<file path="src/rtl/mem_arbiter.sv">
// Shares the single main-memory port between icache refills and dcache refill/write-back.
// One line transaction at a time: IDLE grants, MEM waits for mem_ack, RESP pulses the owner's ack.
module mem_arbiter #(
  parameter int ADDR_W = 32,
  parameter int LINE_W = 128
) (
  input  logic              clk,
  input  logic              reset,
  input  logic              ic_req,
  input  logic [ADDR_W-1:0] ic_addr,
  output logic              ic_ack,
  output logic [LINE_W-1:0] ic_rdata,
  input  logic              dc_req,
  input  logic              dc_we,
  input  logic [ADDR_W-1:0] dc_addr,
  input  logic [LINE_W-1:0] dc_wdata,
  output logic              dc_ack,
  output logic [LINE_W-1:0] dc_rdata,
  output logic              mem_req,
  output logic              mem_we,
  output logic [ADDR_W-1:0] mem_addr,
  output logic [LINE_W-1:0] mem_wdata,
  input  logic [LINE_W-1:0] mem_rdata,
  input  logic              mem_ack
);

  typedef enum logic [1:0] {
    IDLE,
    MEM,
    RESP
  } state_t;

  state_t state;
  state_t next_state;

  logic owner_dc;
  logic last_gnt_dc;
  logic grant_dc;
  logic grant_ic;

  // On a tie the requester that did not win last time gets the port.
  assign grant_dc = dc_req && (!ic_req || !last_gnt_dc);
  assign grant_ic = ic_req && !grant_dc;

  always_ff @(posedge clk or posedge reset) begin
    if (reset) begin
      state <= IDLE;
    end else begin
      state <= next_state;
    end
  end

  always_comb begin
    next_state = state;
    case (state)
      IDLE:    if (grant_ic || grant_dc) next_state = MEM;
      MEM:     if (mem_ack) next_state = RESP;
      RESP:    next_state = IDLE;
      default: next_state = IDLE;
    endcase
  end

  // Every output is a flop; acks default low so they can only pulse for the RESP cycle.
  always_ff @(posedge clk or posedge reset) begin
    if (reset) begin
      mem_req     <= 1'b0;
      mem_we      <= 1'b0;
      mem_addr    <= '0;
      mem_wdata   <= '0;
      ic_ack      <= 1'b0;
      dc_ack      <= 1'b0;
      ic_rdata    <= '0;
      dc_rdata    <= '0;
      owner_dc    <= 1'b0;
      last_gnt_dc <= 1'b0;
    end else begin
      ic_ack <= 1'b0;
      dc_ack <= 1'b0;
      case (state)
        IDLE: begin
          if (grant_ic || grant_dc) begin
            mem_req     <= 1'b1;
            mem_addr    <= grant_dc ? dc_addr : ic_addr;
            mem_we      <= grant_dc && dc_we;
            mem_wdata   <= grant_dc ? dc_wdata : '0;
            owner_dc    <= grant_dc;
            last_gnt_dc <= grant_dc;
          end
        end
        MEM: begin
          if (mem_ack) begin
            mem_req <= 1'b0;
            if (owner_dc) begin
              dc_rdata <= mem_rdata;
              dc_ack   <= 1'b1;
            end else begin
              ic_rdata <= mem_rdata;
              ic_ack   <= 1'b1;
            end
          end
        end
        default: begin
        end
      endcase
    end
  end

endmodule

</file>
<file path="config.mk">
export PLATFORM = sky130hd
export DESIGN_NAME = mem_arbiter
export DESIGN_NICKNAME = d
export VERILOG_FILES = /design/src/rtl/mem_arbiter.sv
export SDC_FILE = /design/constraint.sdc
export NUM_CORES = 1
export LEC_CHECK = 0
export CORE_AREA = 4 4 288 290
export CTS_BUF_LIST = sky130_fd_sc_hd__clkbuf_4 sky130_fd_sc_hd__clkbuf_8 sky130_fd_sc_hd__clkbuf_16
export CTS_CLUSTER_SIZE = 8
export DETAILED_ROUTE_END_ITERATION = 6
export DIE_AREA = 0 0 292 294
export DONT_BUFFER_PORTS = 1
export GPL_TIMING_DRIVEN = 1
export PLACE_DENSITY_LB_ADDON = 0.2
export SYNTH_ARGS = -nofsm -noshare
export SYNTH_HDL_FRONTEND = slang
export SYNTH_SLANG_ARGS = --single-unit
</file>
<file path="constraint.sdc">
create_clock -name clk -period 18.44 [get_ports clk]
set_input_delay 1.844 -clock clk [delete_from_list [all_inputs] [get_ports clk]]
set_output_delay 1.844 -clock clk [all_outputs]
set_load 0.05 [all_outputs]
</file>
==> run summary, run 1 <==
fraction of layout cells with a size suffix above 1 - 38.7%
Synth area leader - dfrtp_1
grt total ovfl - 0
Setup Skew - 0.0203 ns
Die Width - 292 um
Commonest cells post-synth - dfrtp_1 (423), mux2_2 (287), a22o_1 (129), mux2_1 (33), buf_2 (23)
outcome - completed
metal3 WL - 4680 um
largest net degree at the start of global routing - 108
worst r2r path cells - 5
Mapped Nets - 1277
total global-route track usage - 11.5%
Reg area - 0.0106 mm^2
post-CTS setup repair buffer count - 0
drt drc - 0
Top Layer Used - met4
hold depth - 2
max_cap viols - 0
Synth Register Bits - 423
crit path time final - 4.25 ns
crit-path max FO - 61
Setup-failing EPs final - 0
Setup crit end kind - flip-flop
Seq/Total Area, Yosys - 66.9%
vias per inst - 4.16
Area contributors post-synth - dfrtp_1 (67%), mux2_2 (20%), a22o_1 (7.1%)
Layout area overhead - 16.7%
drt total wl - 52100 um
I/O pin total - 746
most common cell in the netlist - dfrtp_1
drt pass-1 iters - 4
Arr. time, crit path - 4.71 ns
die area - 0.0858 mm^2
CP Launch Type - primary input
vias - 8449
initial drt markers - 381
Reg clk slew, reported paths - 0.05 ns
TritonCTS sink count - 423
cts hold-fix bufs - 0
final hold vios - 0
vias in the first global route - 9499
number of fill cells - 8321
Req. time, crit path - 18.90 ns
synthesized cell area - 0.0158 mm^2
HPWL after DPL - 38700 um
Max Transition Viols Final - 0
Num CTS Buffers - 59
FFs w/ async S/R, synth - 100%
multi-input logic area - 0.00484 mm^2
post-cts sizing count - 0
TNS Setup - 0 ns
die height - 294 um
EDFF count, synth - 0
Initial Util - 19.7%
row count - 104
Distinct cells, synth - 19
hold_ws - 0.630 ns
WL met2 - 27700 um
Max clock buf depth - 3
syn_area_per_cell - 16.6 um^2
IO Port Bufs - 0
WL met1 - 18600 um
Clk Latency, worst-skew pair - 0.59 ns
final clock period utilization by the worst path - 23.0%
htree depth - 2
WS Path Type - primary input to flip-flop
Slew headroom - 15.8%
CTS tree - yes
initial antenna violation count - 0
Synth warnings - 0
nets - 1287
Final Wtd Congestion - 0.834
dominant synthesized flop cell - dfrtp_1
Synth top area share - 66.9%
WL per Instance - 25.7 um
core area - 0.0803 mm^2
Mapped Cells - 951
worst slew pin tran - 1.26 ns
RSZ-0062 raised after global routing - false
Clock Tree Root - clkbuf_16
Fmax achieved - 0.235 GHz
HP Class - flip-flop to flip-flop
post-route ant nets - 0
first-pass GRT wire length - 73500 um
-- final cells by class --
cell class,count,area share [%]
repair buffers,13,0.529
well taps,1060,7.19
multi-input cells,461,26.2
clock inverters,2,0.136
inverters,3,0.102
diodes,1,0.0136
flip-flops and latches,423,57.3
clock buffers,67,8.49
-- metal layers --
layer,vias to the layer above,global-route usage (%)
met5,-,0
met4,0,3.49
met3,75,4.49
met2,380,20.5
met1,4540,12.6
li1,3454,-
-- layout by cell type, fill, tap and decap left out, drive strengths merged --
master | synthesis | routed
a21bo | 1 | 1
a21o | 1 | 1
a22o | 129 | 129
buf | 55 | 13
clkbuf | 9 | 67
clkinv | 0 | 1
dfrtp | 423 | 423
diode | 0 | 1
inv | 3 | 4
mux2 | 320 | 320
nand2 | 3 | 3
nand2b | 1 | 1
nand3b | 1 | 1
nor2 | 2 | 2
nor3 | 1 | 1
o21ai | 2 | 2
-- final timing paths --
kind,slack [ns],start,to
worst min-delay path,0.63,state[0]$_DFFE_PP0P_,state[0]$_DFFE_PP0P_
worst max register to register,14.90,state[1]$_DFFE_PP0P_,ic_rdata[87]$_DFFE_PP0P_
worst min register to register,0.63,state[0]$_DFFE_PP0P_,state[0]$_DFFE_PP0P_
min in group asynchronous,1.26,reset,dc_rdata[87]$_DFFE_PP0P_
worst max-delay path,14.19,mem_ack,ic_rdata[87]$_DFFE_PP0P_
max in group asynchronous,15.11,reset,mem_wdata[30]$_DFFE_PP0P_
-- kinds of logic (layout without fill, tap and decap cells) --
kind of cell | Yosys count | in the layout | synth area share (%)
flops | 423 | 423 | 66.9
simple gates | 8 | 8 | 0.269
mux | 320 | 320 | 22.8
buf+inv | 67 | 85 | 2.74
other cells | 0 | 1 | 0
compound gates | 133 | 133 | 7.31
-- state kept, by name, indices dropped and copies added, names as in the netlist --
| name | cells |
|---|---|
| dc_rdata | 128 |
| ic_rdata | 128 |
| mem_wdata | 128 |
| mem_addr | 32 |
| state | 2 |
| dc_ack | 1 |
| ic_ack | 1 |
| last_gnt_dc | 1 |
| mem_req | 1 |
| mem_we | 1 |
-- critical path: stages --
cell and delay [ns]:
nand3b_1 0.16, nor2_4 0.69, buf_4 0.79, buf_4 0.64, mux2_2 0.40
-- through the flow --
step | util, % | setup slack (ns) | std cells | instance area [um^2]
after floorplan | - | 4.82 | 951 | 15800
after global placement | 21.0 | 13.58 | 1960 | 16900
after detailed placement | 21.0 | 13.54 | 1960 | 16900
after CTS | 23.0 | 14.21 | 2029 | 18500
after global routing | 23.0 | 14.05 | 2029 | 18500
final | 23.0 | 14.19 | 2030 | 18500
Power of run 1 is not shown: default switching activity piles up to over one toggle a cycle in this logic, so the estimate is an artifact.
==> run 2: changes to the inputs <==
clock period = 4.3 ns   (was 18.44 ns; I/O delays follow)
==> run summary, run 2 (same netlist as run 1, synthesis figures left out) <==
leading cell type in the layout, fill and taps excluded - dfrtp_1
largest net degree at the start of global routing - 95 (-12%)
Num CTS Buffers - 59 (unchanged)
drt drc - 0 (unchanged)
first-pass GRT wire length - 77800 um (+5.8%)
initial drt markers - 384 (+0.79%)
worst path bufs/invs - 2 (unchanged)
Worst path slowest cell - nand2_4
number of fill cells - 8210 (-1.3%)
TritonCTS sink count - 423 (unchanged)
Top delay family on crit path - simple AND/OR/NAND/NOR gates
row count - 104 (unchanged)
Setup crit end kind - flip-flop
CTS tree - yes
r2r setup slk - 2.00 ns (-12.90 ns)
htree depth - 2 (unchanged)
post-route ant nets - 0 (unchanged)
crit path time final - 2.30 ns
Req. time, crit path - 4.76 ns (-14.14 ns)
Fmax achieved - 0.434 GHz
max_cap viols - 0 (unchanged)
worst slack, placed - 1.98 ns (-11.56 ns)
fraction of layout cells with a size suffix above 1 - 30.9% (-7.8 points)
CP Launch Type - flip-flop
vias per inst - 4.14 (-0.41%)
Setup Skew - 0.0143 ns (-0.00600 ns)
initial antenna violation count - 3 (+3)
Slew headroom - 40.1% (+24 points)
Final Wtd Congestion - 0.872 (+4.5%)
IO Port Bufs - 0 (unchanged)
worst slew pin tran - 0.898 ns (-0.365 ns)
post-cts sizing count - 0 (unchanged)
total global-route track usage - 11.8% (+0.28 points)
core area - 0.0803 mm^2 (unchanged)
vias in the first global route - 10900 (+15%)
hold_ws - 0.121 ns (-0.509 ns)
drt total wl - 53400 um (+2.5%)
HPWL after DPL - 39000 um (+0.88%)
RSZ-0062 raised after global routing - false
final clock period utilization by the worst path - 53.6%
Max stage delay on crit path - 0.57 ns (-0.22 ns)
Reg clk slew, reported paths - 0.05 ns (about the same)
Layout area overhead - 34.1%
Setup-failing EPs final - 0 (unchanged)
outcome - completed
WS Path Type - flip-flop to flip-flop
worst path cell trace - nand3b_1 > inv_2 > nand2_4 > buf_4 > mux2_2
crit-path max FO - 51 (-16%)
grt total ovfl - 0 (unchanged)
Post-Place Cells - 1971 (+0.56%)
most frequent cells in the layout - dfrtp_1 (423), mux2_2 (287), dlygate4sd3_1 (259), a22o_1 (129), clkbuf_16 (59)
vias - 9521 (+13%)
drt pass-1 iters - 5 (+1)
I/O pin total - 746 (unchanged)
Max clock buf depth - 3 (unchanged)
die area - 0.0858 mm^2 (unchanged)
die height - 294 um (unchanged)
post-CTS setup repair buffer count - 0 (unchanged)
Initial Util - 19.7% (unchanged)
non-filler cells in the finished layout - 2297 (+13%)
nets - 1557 (+21%)
Arr. time, crit path - 2.76 ns (-1.95 ns)
biggest regs - dc_rdata (128), ic_rdata (128), mem_wdata (128)
Setup WS post-layout - 2.00 ns (-12.20 ns)
Die Width - 292 um (unchanged)
fin util - 26.4% (+3.4 points)
Max Transition Viols Final - 0 (unchanged)
Clk Latency, worst-skew pair - 0.58 ns (about the same)
Clock Tree Root - clkbuf_16
WL per Instance - 23.3 um (-9.4%)
HP Class - primary input to flip-flop
final hold vios - 0 (unchanged)
## run 2: cell count changes in the layout (fill, tap and decap cells not counted), sizes merged
cell,delta
buf,+11
clkbuf,-4
clkinvlp,+1
diode,+1
dlygate4sd3,+259
inv,-1
## run 2: worst paths after layout
kind,startpoint,to,depth (start not counted)
worst max-delay path,state[1]$_DFFE_PP0P_,dc_rdata[60]$_DFFE_PP0P_,5
worst min-delay path,dc_addr[25],mem_addr[25]$_DFFE_PP0P_,2
worst max register to register,state[1]$_DFFE_PP0P_,dc_rdata[60]$_DFFE_PP0P_,5
worst min register to register,state[0]$_DFFE_PP0P_,state[0]$_DFFE_PP0P_,2
max in group asynchronous,reset,dc_rdata[1]$_DFFE_PP0P_,4
min in group asynchronous,reset,dc_rdata[79]$_DFFE_PP0P_,2
## run 2: stage by stage
stage	area [um^2]	TNS [ns]
floorplan	15800	-777.25
global placement	17100	0
detailed placement	17100	0
CTS	21200	0
global route	21200	0
finish	21200	0
## run 2: repair_timing
action | CTS | global route
endpoints found under the setup margin | 0 | 0
hold buffers | 259 | 0
endpoints found under the hold margin | 406 | 0
## run 2: cell type report
class	instances	area, um^2	area share, %
clock inverters	2	13.8	0.0649
multi-input cells	461	4840	22.8
clock buffers	63	1520	7.16
flip-flops and latches	423	10600	49.9
well taps	1060	1330	6.25
repair buffers	283	2910	13.7
inverters	3	15.0	0.0708
diodes	2	5.00	0.0236
## run 2: per-layer routing
layer  vias up  part of all wire [%]  GRT usage, %
met3       117                   8.0          3.85
met1      4977                    35          12.9
met5         -                     0             0
li1       3993                     -             -
met2       434                    53          21.1
met4         0                   3.7          4.58
Power of run 2 is left out for the same reason.
